===== config.mk =====
export PLATFORM = sky130hd
export DESIGN_NAME = wishbone_master
export DESIGN_NICKNAME = d
export VERILOG_FILES = /design/src/rtl/wb_pkg.sv /design/src/rtl/wb_timeout_counter.sv /design/src/rtl/wishbone_master.sv
export SDC_FILE = /design/constraint.sdc
export NUM_CORES = 1
export LEC_CHECK = 0
export ABC_AREA = 1
export CAP_MARGIN = 25
export CORE_MARGIN = 2
export CORE_UTILIZATION = 40
export CTS_BUF_LIST = sky130_fd_sc_hd__clkbuf_8
export DETAILED_ROUTE_END_ITERATION = 8
export GPL_ROUTABILITY_DRIVEN = 0
export PLACE_DENSITY = 0.82
export SYNTH_ARGS = -nofsm -noshare
export SYNTH_HDL_FRONTEND = slang
export SYNTH_SLANG_ARGS = --single-unit

===== constraint.sdc =====
create_clock -name clk_i -period 1.95 [get_ports clk_i]
set_input_delay 0.2925 -clock clk_i [delete_from_list [all_inputs] [get_ports clk_i]]
set_output_delay 0.2925 -clock clk_i [all_outputs]
set_load 0.005 [all_outputs]

===== src/rtl/wb_pkg.sv =====
// Shared widths, address-field positions and FSM state encoding for the
// single-transfer Wishbone classic initiator.
package wb_pkg;

  localparam int WB_ADR_W  = 16;
  localparam int WB_DAT_W  = 8;
  localparam int WB_SEL_HI = 15;
  localparam int WB_SEL_LO = 12;

  typedef logic [1:0] state_t;

  localparam logic [1:0] ST_IDLE = 2'd0;
  localparam logic [1:0] ST_BUS  = 2'd1;
  localparam logic [1:0] ST_DONE = 2'd2;

  // Slave-select field of a bus address.
  function automatic logic [WB_SEL_HI-WB_SEL_LO:0] wb_sel(input logic [WB_ADR_W-1:0] adr);
    return adr[WB_SEL_HI:WB_SEL_LO];
  endfunction

endpackage


===== src/rtl/wb_timeout_counter.sv =====
// Saturating up-counter that flags when a bus cycle has waited TIMEOUT cycles
// without an acknowledge.
module wb_timeout_counter #(
  parameter int TIMEOUT = 15,
  parameter int CNT_W   = 8
) (
  input  logic clk_i,
  input  logic rst_i,
  input  logic clear,
  input  logic enable,
  output logic expired
);

  localparam logic [CNT_W-1:0] LAST = CNT_W'(TIMEOUT - 1);

  logic [CNT_W-1:0] cnt;

  assign expired = (cnt == LAST);

  // Saturates on LAST so a stalled enable can never wrap back to zero.
  always_ff @(posedge clk_i or posedge rst_i) begin
    if (rst_i) begin
      cnt <= '0;
    end else if (clear) begin
      cnt <= '0;
    end else if (enable && !expired) begin
      cnt <= cnt + 1'b1;
    end
  end

endmodule


===== src/rtl/wishbone_master.sv =====
// Wishbone classic initiator: issues one read or write per client request,
// returns read data on ack, and aborts with err_o if no ack arrives in time.
module wishbone_master
  import wb_pkg::*;
#(
  parameter int TIMEOUT = 15,
  parameter int CNT_W   = 8
) (
  input  logic                clk_i,
  input  logic                rst_i,
  input  logic                req_i,
  input  logic                req_we_i,
  input  logic [WB_ADR_W-1:0] req_adr_i,
  input  logic [WB_DAT_W-1:0] req_dat_i,
  output logic                busy_o,
  output logic                done_o,
  output logic                err_o,
  output logic [WB_DAT_W-1:0] rdata_o,
  output logic                cyc_o,
  output logic                stb_o,
  output logic                we_o,
  output logic [WB_ADR_W-1:0] adr_o,
  output logic [WB_DAT_W-1:0] dat_o,
  input  logic [WB_DAT_W-1:0] dat_i,
  input  logic                ack_i
);

  state_t state;
  logic   ack_hit;
  logic   expired;

  // A floating ack from an unmapped slave must never count as an acknowledge.
  assign ack_hit = (ack_i == 1'b1);
  assign busy_o  = (state != ST_IDLE);
  assign stb_o   = cyc_o;

  wb_timeout_counter #(
    .TIMEOUT (TIMEOUT),
    .CNT_W   (CNT_W)
  ) u_timeout (
    .clk_i   (clk_i),
    .rst_i   (rst_i),
    .clear   (state != ST_BUS),
    .enable  ((state == ST_BUS) && !ack_hit),
    .expired (expired)
  );

  always_ff @(posedge clk_i or posedge rst_i) begin
    if (rst_i) begin
      state   <= ST_IDLE;
      cyc_o   <= 1'b0;
      we_o    <= 1'b0;
      adr_o   <= '0;
      dat_o   <= '0;
      rdata_o <= '0;
      done_o  <= 1'b0;
      err_o   <= 1'b0;
    end else begin
      done_o <= 1'b0;
      err_o  <= 1'b0;
      case (state)
        ST_IDLE: begin
          if (req_i) begin
            adr_o <= req_adr_i;
            dat_o <= req_dat_i;
            we_o  <= req_we_i;
            cyc_o <= 1'b1;
            state <= ST_BUS;
          end
        end
        ST_BUS: begin
          // Ack takes priority over a timeout landing on the same edge.
          if (ack_hit) begin
            cyc_o  <= 1'b0;
            done_o <= 1'b1;
            if (!we_o) begin
              rdata_o <= dat_i;
            end
            state <= ST_DONE;
          end else if (expired) begin
            cyc_o  <= 1'b0;
            done_o <= 1'b1;
            err_o  <= 1'b1;
            state  <= ST_DONE;
          end
        end
        ST_DONE: begin
          state <= ST_IDLE;
        end
        default: begin
          cyc_o <= 1'b0;
          state <= ST_IDLE;
        end
      endcase
    end
  end

endmodule

Word-level counts from Yosys, hierarchy flattened

Cells that the tools add are included.

Logic and storage cells: 44
Flip-flop bits (word level): 46
Input bits: 37
Output and inout port bits: 38

Add/subtract/negate cells: 1
Muxes and demuxes: 15
Reductions and logical operators: 11
Equal/unequal tests: 6
Bitwise gates (word level): 2

Operators with widths:

| kind                | number |
|---|---|
| $mux 8              | 2 |
| $add 8x1->8 const B | 1 |
| $eq 8x4->1 const B  | 1 |
| $mux 1              | 8 |
| $mux 2              | 3 |
| $reduce_and 3->1    | 2 |
| $pmux 2 s2          | 1 |
| $reduce_and 2->1    | 2 |
| $reduce_bool 2->1   | 2 |
| $ne 3x2->1 const B  | 1 |
| $pmux 1 s3          | 1 |
| $eq 2x1->1 const B  | 1 |
| $eq 2x2->1 const B  | 1 |
| $logic_and 1x1->1   | 2 |
| $logic_not 1->1     | 2 |
| $logic_not 2->1     | 1 |
| $ne 2x1->1 const B  | 1 |
| $ne 2x2->1 const B  | 1 |
| $not 1->1           | 2 |

Depth between registers and ports, before layout

Gate-level depths: netlist of the first run.

Depth after elaboration: 5
Depth in mapped cells: 8
Depth with buffers taken out: 8

Cells and area by module

From an unflattened synthesis of the first run, not the netlist that was laid out.

Cell total of the unflattened synthesis: 240
Area total of the unflattened synthesis: 2052.0 um^2

By module, submodules not included:

| module             | cells an instance | instances | sequential area each (um^2) | area an instance (um^2) |
|---|---|---|---|---|
| wishbone_master    | 171               | 1         | 950.9                       | 1547.7 |
| wb_timeout_counter | 69                | 1         | 200.2                       | 504.2 |

Least setup slack after synthesis of the first run

No wires, ideal clock.

Kind: register -> register
Start: register u_timeout.cnt[0]
End: register u_timeout.cnt[3]
Setup slack: 0.661 ns
Data arrival time: 1.172 ns
Cell stages (with the launch flop): 9
Library setup time: 0.117 ns
Clock period less this slack: 1.289 ns
Buffers on the path: 1
Data required time: 1.833 ns
Cells stage by stage: dfrtp_1 inv_1 ha_1 nand3_2 nor2_2 nor2_4 buf_6 nand3_1 nand2_1

Longest elaborated chain between the ends: 4
Elaborated cells on any way between the ends: 7
Those cells by class: add/sub (1); eq/ne (1); mux (2); reduce/logical (3)

RTL lines:

| item                                                                | RTL line                 | text |
|---|---|---|
| from (decl)                                                         | wb_timeout_counter.sv:16 | `logic [CNT_W-1:0] cnt;` |
| from (signal assigned)                                              | wb_timeout_counter.sv:27 | `cnt <= cnt + 1'b1;` |
| parallel branches: the longest is 4 deep, another holds $add 8x1->8 | -                        |  |

Parallel ways; which one is timed is not known. The select of a mux whose other input is x is not followed.
A chain may end at the register's enable or synchronous reset.

Worst setup path in the final report of the first run

Start: register state[1]
End: output busy_o

Longest elaborated chain between the ends: 1

RTL lines:

| item                   | RTL line              | text |
|---|---|---|
| from (decl)            | wishbone_master.sv:28 | `state_t state;` |
| from (signal assigned) | wishbone_master.sv:50 | `state <= ST_IDLE;` |
| from (signal assigned) | wishbone_master.sv:68 | `state <= ST_BUS;` |
| from (signal assigned) | wishbone_master.sv:79 | `state <= ST_DONE;` |
| $reduce_bool 2->1      | wishbone_master.sv:34 | `assign busy_o = (state != ST_IDLE);` |
| to (decl)              | wishbone_master.sv:15 | `output logic busy_o,` |

No other way between the ends.

==> results of run 1 <==
registers in the layout (all words and copies together) (netlist names):
register       flops
u_timeout.cnt      8
done_o             1
dat_o              8
cyc_o              1
we_o               1
err_o              1
adr_o             16
rdata_o            8
state              2
power groups by stage:
| stage | Combinational (mW) | Sequential, mW | Clock [mW] |
|---|---|---|---|
| global placement | 1.32 | 1.49 | 0 |
| floorplan | 0.498 | 1.50 | 0 |
| detailed placement | 1.36 | 1.48 | 0 |
| finish | 1.34 | 1.48 | 0.594 |
| CTS | 1.36 | 1.48 | 0.620 |
| global route | 1.47 | 1.52 | 0.644 |
through the flow:
| stage | std cells | instance area [um2] | power, mW |
|---|---|---|---|
| after global routing | 356 | 2883 | 3.636 |
| final | 356 | 2883 | 3.409 |
| after CTS | 356 | 2883 | 3.463 |
| after detailed placement | 348 | 2788 | 2.846 |
| after floorplan | 212 | 1986 | 2.000 |
| after global placement | 348 | 2788 | 2.804 |
path summary, 6_finish.rpt:
check | start | end | slack (ps) | cells after the start
hold reg to reg | adr_o[12] | adr_o[12] | 480 | 2
setup / recovery | state[1] | busy_o | 250 | 3
setup reg to reg | u_timeout.cnt[0] | u_timeout.cnt[7] | 480 | 8
hold / removal | rst_i | err_o | 340 | 3
min in group clk_i | adr_o[12] | adr_o[12] | 480 | 2
max in group asynchronous | rst_i | adr_o[8] | 1390 | 3
layout make-up:
class	instances	area, um2	share of cell area [%]
sequential	46	1151	39.93
timing repair buffer	77	775.7	26.91
multi-input combinational	148	739.5	25.65
tap	67	83.83	2.908
clock buffer	6	82.58	2.865
inverter	10	37.54	1.302
clock inverter	2	12.51	0.4340
critical path, stage by stage (launching register included):
cell and delay [ps]:
dfrtp_1 420, nor2_1 200, inv_1 60, clkdlybuf4s50_1 440
cell families after synthesis:
| family | count (synthesis) |
|---|---|
| xor+xnor | 2 |
| buf+inv | 18 |
| simple gates | 133 |
| compound gates | 3 |
| mux | 8 |
| fa+ha+maj | 2 |
| flops | 46 |
cell usage in the layout, fill, tap and decap left out, types with 2 or more instances in the layout:
| master | Yosys | final |
|---|---|---|
| buf_4 | 3 | 2 |
| o21bai_1 | 2 | 2 |
| inv_1 | 7 | 6 |
| nor2_4 | 2 | 2 |
| inv_2 | 3 | 4 |
| nand3_1 | 6 | 6 |
| nor2_2 | 2 | 2 |
| clkdlybuf4s50_1 | 0 | 74 |
| mux2_2 | 8 | 8 |
| nand4_1 | 5 | 5 |
| ha_1 | 2 | 2 |
| xor2_1 | 2 | 2 |
| clkbuf_8 | 0 | 6 |
| nor2_1 | 9 | 9 |
| nand2_1 | 101 | 101 |
| dfrtp_1 | 46 | 46 |
| nand2_2 | 3 | 3 |
routing by layer:
| metal | vias up | share of wire [%] | track usage (%) |
|---|---|---|---|
| met4 | 0 | 1.6 | 7.341 |
| met2 | 53 | 49 | 31.47 |
| met5 | - | 0 | 0 |
| met1 | 756 | 43 | 19.34 |
| li1 | 807 | - | - |
| met3 | 5 | 6.4 | 4.607 |
==> reports/metrics.csv, run 1 <==
metric;value;unit
status;complete, no violations;
power_density;1183;nW/um2
synth_xor_area_share;0.8822;%
switchingPower;1.010;mW
coreArea;4755;um2
cts_hold_buf;0;
grt_antenna_before_repair;0;
fin_tns_setup;0;ps
fin_crit_sh;87.11;%
syn_inst;212;
dp_slack;319.5;ps
hold_slack;344.5;ps
synth_top_area_share;57.97;%
antenna_cells;0;
synthSimpleGateAreaFrac;29.36;%
area_growth;45.18;%
overflow;0;
grt_pass1_wl;7.293;mm
dp_hpwl;3.168;mm
async_flop_share;100.0;%
fin_skew;5.725;ps
synth_edf_count;0;
htreeDepth;2;
worst_slack;251.4;ps
n_fill_cell;429;
maxSlewViolCount;0;
synth_sequential_area_ratio;57.97;%
max_slew_margin;70.25;%
wl_per_cell;12.32;um
cts.repair.resized;0;
synth_top_cells_by_count;nand2_1, dfrtp_1, nor2_1, mux2_2, inv_1;
clock_path_buffers;2;
critPathRequiredTime;1660;ps
wl;4.386;mm
critPathLaunchType;flop;
drc;0;
synth_cell_types;24;
cts_tree;done;
start_util;41.76;%
post_cts_buffers;0;
numClockSinks;46;
setup_viol;0;
p_leak;1.396;nW
fin_crit;1699;ps
syn_nets;251;
synth.cell_area;1986;um2
drtIter0Drc;94;
maxCapViolCount;0;
num_rows;25;
via_count;1621;
peakVddDrop;0.5398;mV
synth-compound-area-share;1.197;%
ys.flop_type;dfrtp_1;
grt_max_degree;47;
path_class;reg2out;
synthAdderAreaFrac;1.260;%
track_usage;17.44;%
muxShareOfSynthArea;4.537;%
fmax;588.7;MHz
die_area;5544;um2
critPathArrivalTime;1410;ps
final_core_util;60.63;%
chipWidth;74.46;um
yosys-top-cells-area;dfrtp_1, nand2_1, mux2_2;
path_clk_slew;80;ps
power_frac_seq;43.3;%
syn_area_per_cell;9.366;um2
ys.warnings.count;0;
drt_first_pass_iters;4;
intPower;2.399;mW
clkPwrFrac;17.4;%
numCtsBuffers;5;
sw_frac_of_total;29.63;%
fp.dieH;74.46;um
min_path_type;in2async;
io_pins;75;
grt_pass1_vias;1678;
post-synth-top-count-cell;nand2_1;
viasPerCell;4.553;
rsz0062_at_grt;no;
synth.ff_latch_count;46;
worstMarginPinSlew;445.6;ps
io_buffers;74;
synth_top_family_by_area;simple AND/OR/NAND/NOR gates;
antenna_left;0;
critPathMaxFanout;2;
combPwrFrac;39.3;%
end_kind;output pin;
clock_latency;290;ps
drive_above_1_share;11.76;%
layout.nets;327;
final-hold-violation-count;0;
yosys.area.top_type;dfrtp_1;
cts_root_buf;clkbuf_8;
No activity file was read; power rests on OpenSTA's default activity.
==> run 2: changes to the inputs <==
Settings changed: PLACE_DENSITY 0.82 to 0.74.
==> run 2 against run 1 <==
Final area unchanged. Global-route usage decreased by 1.5 points. Critical path depth unchanged. Worst hold slack got worse by 71 ps. Sequential share of layout area unchanged. Setup slack got worse by 18 ps. Routed wire length decreased by 2.2%. Register-to-register slack about the same. Clock power increased by 2%. Total power decreased by 0.15%. Non-clock buffer count unchanged. Combinational power about the same. Critical endpoint unchanged.
==> reports/metrics.csv, run 2 (synthesis gave the netlist of run 1 again) <==
metric;value;unit
status;complete, no violations;
cts_tree;done;
fmax;582.7;MHz
rsz0062_at_grt;no;
multi_input_area;739.5;um2
critPathMaxFanout;3;
numCtsBuffers;5;
htreeDepth;2;
final-hold-violation-count;0;
path_clk_slew;80;ps
largest_reg_flops;16;
fin_crit_sh;88.01;%
fin_tns_setup;0;ps
layout_common_cells;nand2_1, clkdlybuf4s50_1, dfrtp_1;
critPathArrivalTime;1420;ps
r2r_slack;480;ps
worstMarginPinSlew;454.6;ps
power_density;1181;nW/um2
numClockSinks;46;
drtIter0Drc;66;
critPathRequiredTime;1660;ps
die_area;5544;um2
antenna_cells;0;
cts_root_buf;clkbuf_8;
via_count;1626;
stdcell_area;2883;um2
io_buffers;74;
track_usage;15.89;%
path_class;reg2out;
cts.repair.resized;0;
start_util;41.76;%
layout.nets;327;
peakVddDrop;0.5797;mV
final_common_cell;nand2_1;
grt_pass1_vias;1427;
reg2reg_depth;8;
chipWidth;74.46;um
maxCapViolCount;0;
max_slew_margin;69.65;%
critPathLaunchType;flop;
fin_crit;1716;ps
r2r_start;u_timeout.cnt[0];
grt_antenna_before_repair;0;
fp.dieH;74.46;um
viasPerCell;4.567;
cts_hold_buf;0;
design_power_total;3.404;mW
drive_above_1_share;11.76;%
overflow;0;
wl;4.291;mm
clock_path_buffers;2;
dp_hpwl;3.035;mm
clock_latency;300;ps
end_kind;output pin;
setup_viol;0;
post_cts_buffers;0;
antenna_left;0;
grt_pass1_wl;6.582;mm
regMostFlops;adr_o;
regArea;1151;um2
min_path_type;in2async;
hold_slack;273.8;ps
io_pins;75;
grt_max_degree;32;
wl_per_cell;12.05;um
area_growth;45.18;%
coreArea;4755;um2
fin_skew;4.201;ps
drt_first_pass_iters;4;
drc;0;
maxSlewViolCount;0;
dpl_cell_area;2788;um2
n_fill_cell;425;
timing.rr.end;u_timeout.cnt[7];
num_rows;25;
p_leak;1.397;nW
==> run 2: area by class of cell <==
cell class                      count  share of cell area (%)
Sequential cell                    46                   39.93
Timing Repair Buffer               77                   26.91
Multi-Input combinational cell    148                   25.65
Tap cell                           67                   2.908
Clock buffer                        6                   2.865
Inverter                           10                   1.302
Clock inverter                      2                  0.4340
==> run 2: worst max-delay path by stage <==
stage | startpoint | endpoint
after floorplan | rst_i | adr_o[0]
final | state[0] | busy_o
after global placement | ack_i | rdata_o[2]
after global routing | state[1] | busy_o
after detailed placement | ack_i | rdata_o[6]
after CTS | state[0] | busy_o
==> run 2: through the flow <==
stage	setup slack [ps]	util (%)	std cells
6_report	233.9	60.63	356
5_1_grt	134.8	60.63	356
4_1_cts	197.1	60.63	356
3_5_place_dp	338.4	58.63	348
3_3_place_gp	373.1	58.63	348
2_1_floorplan	569.7	-	212
==> run 2: worst max-delay path, cell delays in order (launching register included) <==
cell	delay, ps
dfrtp_1	420
nor2_1	200
inv_1	60
clkdlybuf4s50_1	440
==> run 2: layer usage <==
metal	GRT usage [%]	vias to the layer above	wire, um
met5	0	-	0
met1	20.85	753	1958
met2	25.57	58	1961
li1	-	809	-
met4	5.357	0	60
met3	4.336	6	310
==> run 2: power by group <==
group | internal, mW | switching [mW] | total [mW]
Clock | 0.285 | 0.320 | 0.605
Combinational | 0.833 | 0.499 | 1.33
Sequential | 1.28 | 0.185 | 1.47
Total | 2.40 | 1.00 | 3.40
==> run 3: changes to the inputs <==
Settings changed: CTS_BUF_LIST sky130_fd_sc_hd__clkbuf_8 to unset, SLEW_MARGIN set to 20.
==> results of run 3 <==
No change in the layout: final DEF, timing and power equal those of run 2.
==> variant 1, RTL diff (settings of run 3) <==
Make the reset (`rst_i`) synchronous in 2 clocked blocks.
--- a/src/rtl/wb_timeout_counter.sv
+++ b/src/rtl/wb_timeout_counter.sv
@@ -18,7 +18,7 @@
   assign expired = (cnt == LAST);
 
   // Saturates on LAST so a stalled enable can never wrap back to zero.
-  always_ff @(posedge clk_i or posedge rst_i) begin
+  always_ff @(posedge clk_i) begin
     if (rst_i) begin
       cnt <= '0;
     end else if (clear) begin
--- a/src/rtl/wishbone_master.sv
+++ b/src/rtl/wishbone_master.sv
@@ -45,7 +45,7 @@
     .expired (expired)
   );
 
-  always_ff @(posedge clk_i or posedge rst_i) begin
+  always_ff @(posedge clk_i) begin
     if (rst_i) begin
       state   <= ST_IDLE;
       cyc_o   <= 1'b0;
Behaviour: differs if rst_i is asserted again (counterexample within 4 cycles, from zero or initial values and one cycle with rst_i high); with rst_i held inactive, the same outputs for 10 cycles.
==> variant 1 against run 3 <==
Count of clock-buffer cells in the layout is the same. Sequential cell count is the same. Worst setup slack gained 160 ps. Wire length is essentially flat. Clock skew is essentially flat. First-iteration DRC count grew 41%. Final area shrank 5.3%. Register-to-register slack gained 180 ps. Fmax grew 10%. Hold slack gained 180 ps. Area after synthesis shrank 7.9%. Non-clock buffer count is the same. Critical path type unchanged.
Power is not compared: it rests on default switching activity, and its combinational part moved more than twofold at a synthesized area within 25%.
==> variant 1: results (changes against run 3) <==
- Result of the run: finished clean
* Cells on worst reg2reg path: 7 (-1)
* Mux cell area share after synthesis: 0 (-0.0454)
- Register area: 921 µm² (-20%)
* Post-synthesis compound-gate area fraction: 0.123 (+0.111)
* Clock Skews: 4.35 ps (+0.145 ps)
- Mean area per synthesized cell: 7.44 µm² (-21%)
* Pin count of the biggest net entering global routing: 27 (-16%)
* Capture instance of the worst register-to-register path: u_timeout.cnt[6]$_SDFFE_PP0P_
- Portion of the post-synthesis area used by sequential elements: 0.503 (-0.0763)
* Number of nets in the layout: 361 (+10%)
* Leakage power total: 1.05 nW
- The standard cell area after detailed placement was 2620 µm² (-6.0%).
* Number of standard cells in the layout, taps in and fillers out: 375 (+5.3%)
- The detailed placement HPWL is 3070 µm (+1.1%).
* Share of final-layout standard cells stronger than drive strength 1: 0.0867 (-0.0310)
* Most used DFF post-synth: sky130_fd_sc_hd__dfxtp_1
- Worst Hold Margin: 449 ps (+175 ps)
* Cells after DPL: 367 (+5.5%)
* WL per Instance: 11.4 µm (-5.1%)
- Largest stage delay on the critical path: 490 ps (+50 ps)
- Nets in the synthesized netlist: 285 (+14%)
* Setup Slack @ Placement: 404 ps (+65.2 ps)
- The tightest slew margin relative to the limit is 0.713 (+0.0170).
* Async SR Flop Fraction: 0 (-1.00)
- Dominant cells by area after synthesis: sky130_fd_sc_hd__dfxtp_1 50%, sky130_fd_sc_hd__nor2_1 15%, sky130_fd_sc_hd__nand2_1 7.2%, sky130_fd_sc_hd__o21ai_0 6.6%, sky130_fd_sc_hd__a21oi_1 3.0%
- Worst Hold Class: flop to flop
- Xor and xnor fraction of the mapped netlist area: 0.00958 (+0.000754)
- The number of design rule violations left after detail routing is 0 (unchanged).
- Count of unique library cells instantiated by Yosys: 22 (-8.3%)
- GRT Resource Usage Total: 0.173 (+0.0140)
* Fillers: 399 (-6.1%)
* Arithmetic-cell share of the synthesized area counting full adders, half adders and majority gates: 0.0137 (+0.00108)
- Cell types with the highest counts after synthesis: 75 x sky130_fd_sc_hd__nor2_1, 46 x sky130_fd_sc_hd__dfxtp_1, 35 x sky130_fd_sc_hd__nand2_1
- The number of antenna violations at the first check in global routing was 0 (unchanged).
- The global-route wire length before repair came to 6940 µm (+5.5%).
* Critical path startpoint: state[1]$_SDFFE_PP0P_
* Number of violations reported at the end of detailed-routing iteration 0: 93 (+41%)
- Vias per std cell: 4.56 (-0.10%)
-- variant 1: layer usage --
| metal | share of wire | GRT usage | routed length (µm) |
|---|---|---|---|
| met2 | 0.48 | 0.278 | 2040 |
| met1 | 0.47 | 0.223 | 2000 |
| met3 | 0.041 | 0.0352 | 177 |
| met4 | 0.017 | 0.0818 | 72 |
| met5 | 0 | 0 | 0 |
-- variant 1: power groups by stage --
stage / logic [mW] / clock network [mW] / registers (mW)
after CTS: 0.359 / 0.709 / 1.03
after global placement: 0.353 / 0 / 1.05
final: 0.355 / 0.691 / 1.03
after floorplan: 0.131 / 0 / 1.06
after detailed placement: 0.356 / 0 / 1.05
after global routing: 0.390 / 0.746 / 1.04
-- variant 1: area by class of cell --
cell class | count | share of cell area
repair buffers | 77 | 0.280
well taps | 52 | 0.0238
flip-flops and latches | 46 | 0.337
inverters | 17 | 0.0234
clock buffers | 6 | 0.0266
clock inverters | 2 | 0.0137
multi-input cells | 175 | 0.296
==> variant 2, RTL diff (config.mk and constraints of run 3) <==
Without the edit above. `TIMEOUT` is set to 15 in 2 places; all go to 7.
--- a/src/rtl/wb_timeout_counter.sv
+++ b/src/rtl/wb_timeout_counter.sv
@@ -1,7 +1,7 @@
 // Saturating up-counter that flags when a bus cycle has waited TIMEOUT cycles
 // without an acknowledge.
 module wb_timeout_counter #(
-  parameter int TIMEOUT = 15,
+  parameter int TIMEOUT = 7,
   parameter int CNT_W   = 8
 ) (
   input  logic clk_i,
--- a/src/rtl/wishbone_master.sv
+++ b/src/rtl/wishbone_master.sv
@@ -3,7 +3,7 @@
 module wishbone_master
   import wb_pkg::*;
 #(
-  parameter int TIMEOUT = 15,
+  parameter int TIMEOUT = 7,
   parameter int CNT_W   = 8
 ) (
   input  logic                clk_i,
Behaviour: not the same (Yosys sat finds a counterexample within 10 cycles, from zero or initial values and one cycle with rst_i high).
==> variant 2 against run 3 <==
Area after synthesis is 0.57% lower. Final area is 0.17% lower. Sequential cell count stayed put. Wire length is 5.0% lower. Total power is 1.4% higher. Critical path depth stayed put. Worst setup slack better by 63 ps. Clock skew hardly changed. Critical path type unchanged.
==> variant 2: results (changes against run 3) <==
- The flow ran to the end, and the final reports show no timing, DRC or antenna violations.
* M1 GR Usage: 0.192 (-0.0169)
- The horizontal die dimension was 74.3 µm (-0.27%).
- Met3 GRT Util: 0.0556 (+0.0122)
* Area after detailed placement: 2770 µm² (-0.58%)
* Capture instance of the worst register-to-register path: u_timeout.cnt[6]$_DFFE_PP0P_
- The cell count after placement is 350 (+0.57%).
- The maximum number of pins on one net before global-route repair was 47 (+47%).
- The detailed route wirelength on metal2 was 1910 µm (-2.7%).
- Ranked by total cell area, the synthesized netlist is headed by sky130_fd_sc_hd__dfrtp_1 58%, sky130_fd_sc_hd__nand2_1 19%, sky130_fd_sc_hd__mux2_2 4.6%, sky130_fd_sc_hd__buf_6 2.3%, sky130_fd_sc_hd__nor2_1 2.3%.
- Number of standard cells in the layout, taps in and fillers out: 358 (+0.56%)
- The proportion of synthesized chip area in sequential cells was 0.583 (+0.00331).
* Number of violations reported at the end of detailed-routing iteration 0: 79 (+20%)
- Share of cell area taken by multi-input logic gates: 0.250 (-0.00651)
- The number of nets in the finished design was 329 (+0.61%).
- Largest stage delay on the critical path: 460 ps (+20 ps)
- The met2 usage in global routing came to 0.263 (+0.00724).
- HPWL after detailed placement: 2930 µm (-3.6%)
- Met3 Wirelength: 356 µm (+15%)
* # clk buffers: 7 (+1)
- The portion of netlist area occupied by mux cells is 0.0456 (+0.000259).
- Global-route wire length before repair: 6600 µm (+0.32%)
* Clock Skews: 4.69 ps (+0.487 ps)
* Xor and xnor fraction of the mapped netlist area: 0.00444 (-0.00439)
* Vias per std cell: 4.45 (-2.5%)
- The filler cell count came to 423 (-0.47%).
* Number of global-route vias before repair: 1491 (+4.5%)
- Synthesized instance count: 213 (+0.47%)
* Share of final-layout standard cells stronger than drive strength 1: 0.0997 (-0.0180)
- The worst voltage drop across the vdd grid was 487 µV (-16%).
- Fraction of area in clock buffers and inverters: 0.0370 (+0.00397)
* Non-clock inverter total of the final layout: 11 (+1)
* Area share of buffers outside the clock network: 0.270 (+0.000468)
* GRT Resource Usage Total: 0.156 (-0.00288)
==> variant 2: how the worst max path moves through the flow <==
stage	start	end	slack, ps	cells past startpoint
3_3_place_gp	ack_i	rdata_o[5]$_DFFE_PP0P_	330	5
2_1_floorplan	rst_i	adr_o[0]$_DFFE_PP0P_	570	1
3_5_place_dp	ack_i	rdata_o[1]$_DFFE_PP0P_	310	5
6_report	state[1]$_DFFE_PP0P_	busy_o	300	3
5_1_grt	state[0]$_DFFE_PP0P_	busy_o	200	3
4_1_cts	state[1]$_DFFE_PP0P_	busy_o	280	3
==> variant 2: through the flow <==
stage	hold WS, ps	setup slack (ps)
detailed placement	464	311
global route	377	196
CTS	346	281
finish	336	297
global placement	461	332
floorplan	365	570
==> variant 2: report_power, final <==
group | internal [mW] | leakage [nW] | switching, mW
Combinational | 0.825 | 0.749 | 0.479
Sequential | 1.28 | 0.580 | 0.180
Clock | 0.384 | 0.0524 | 0.302
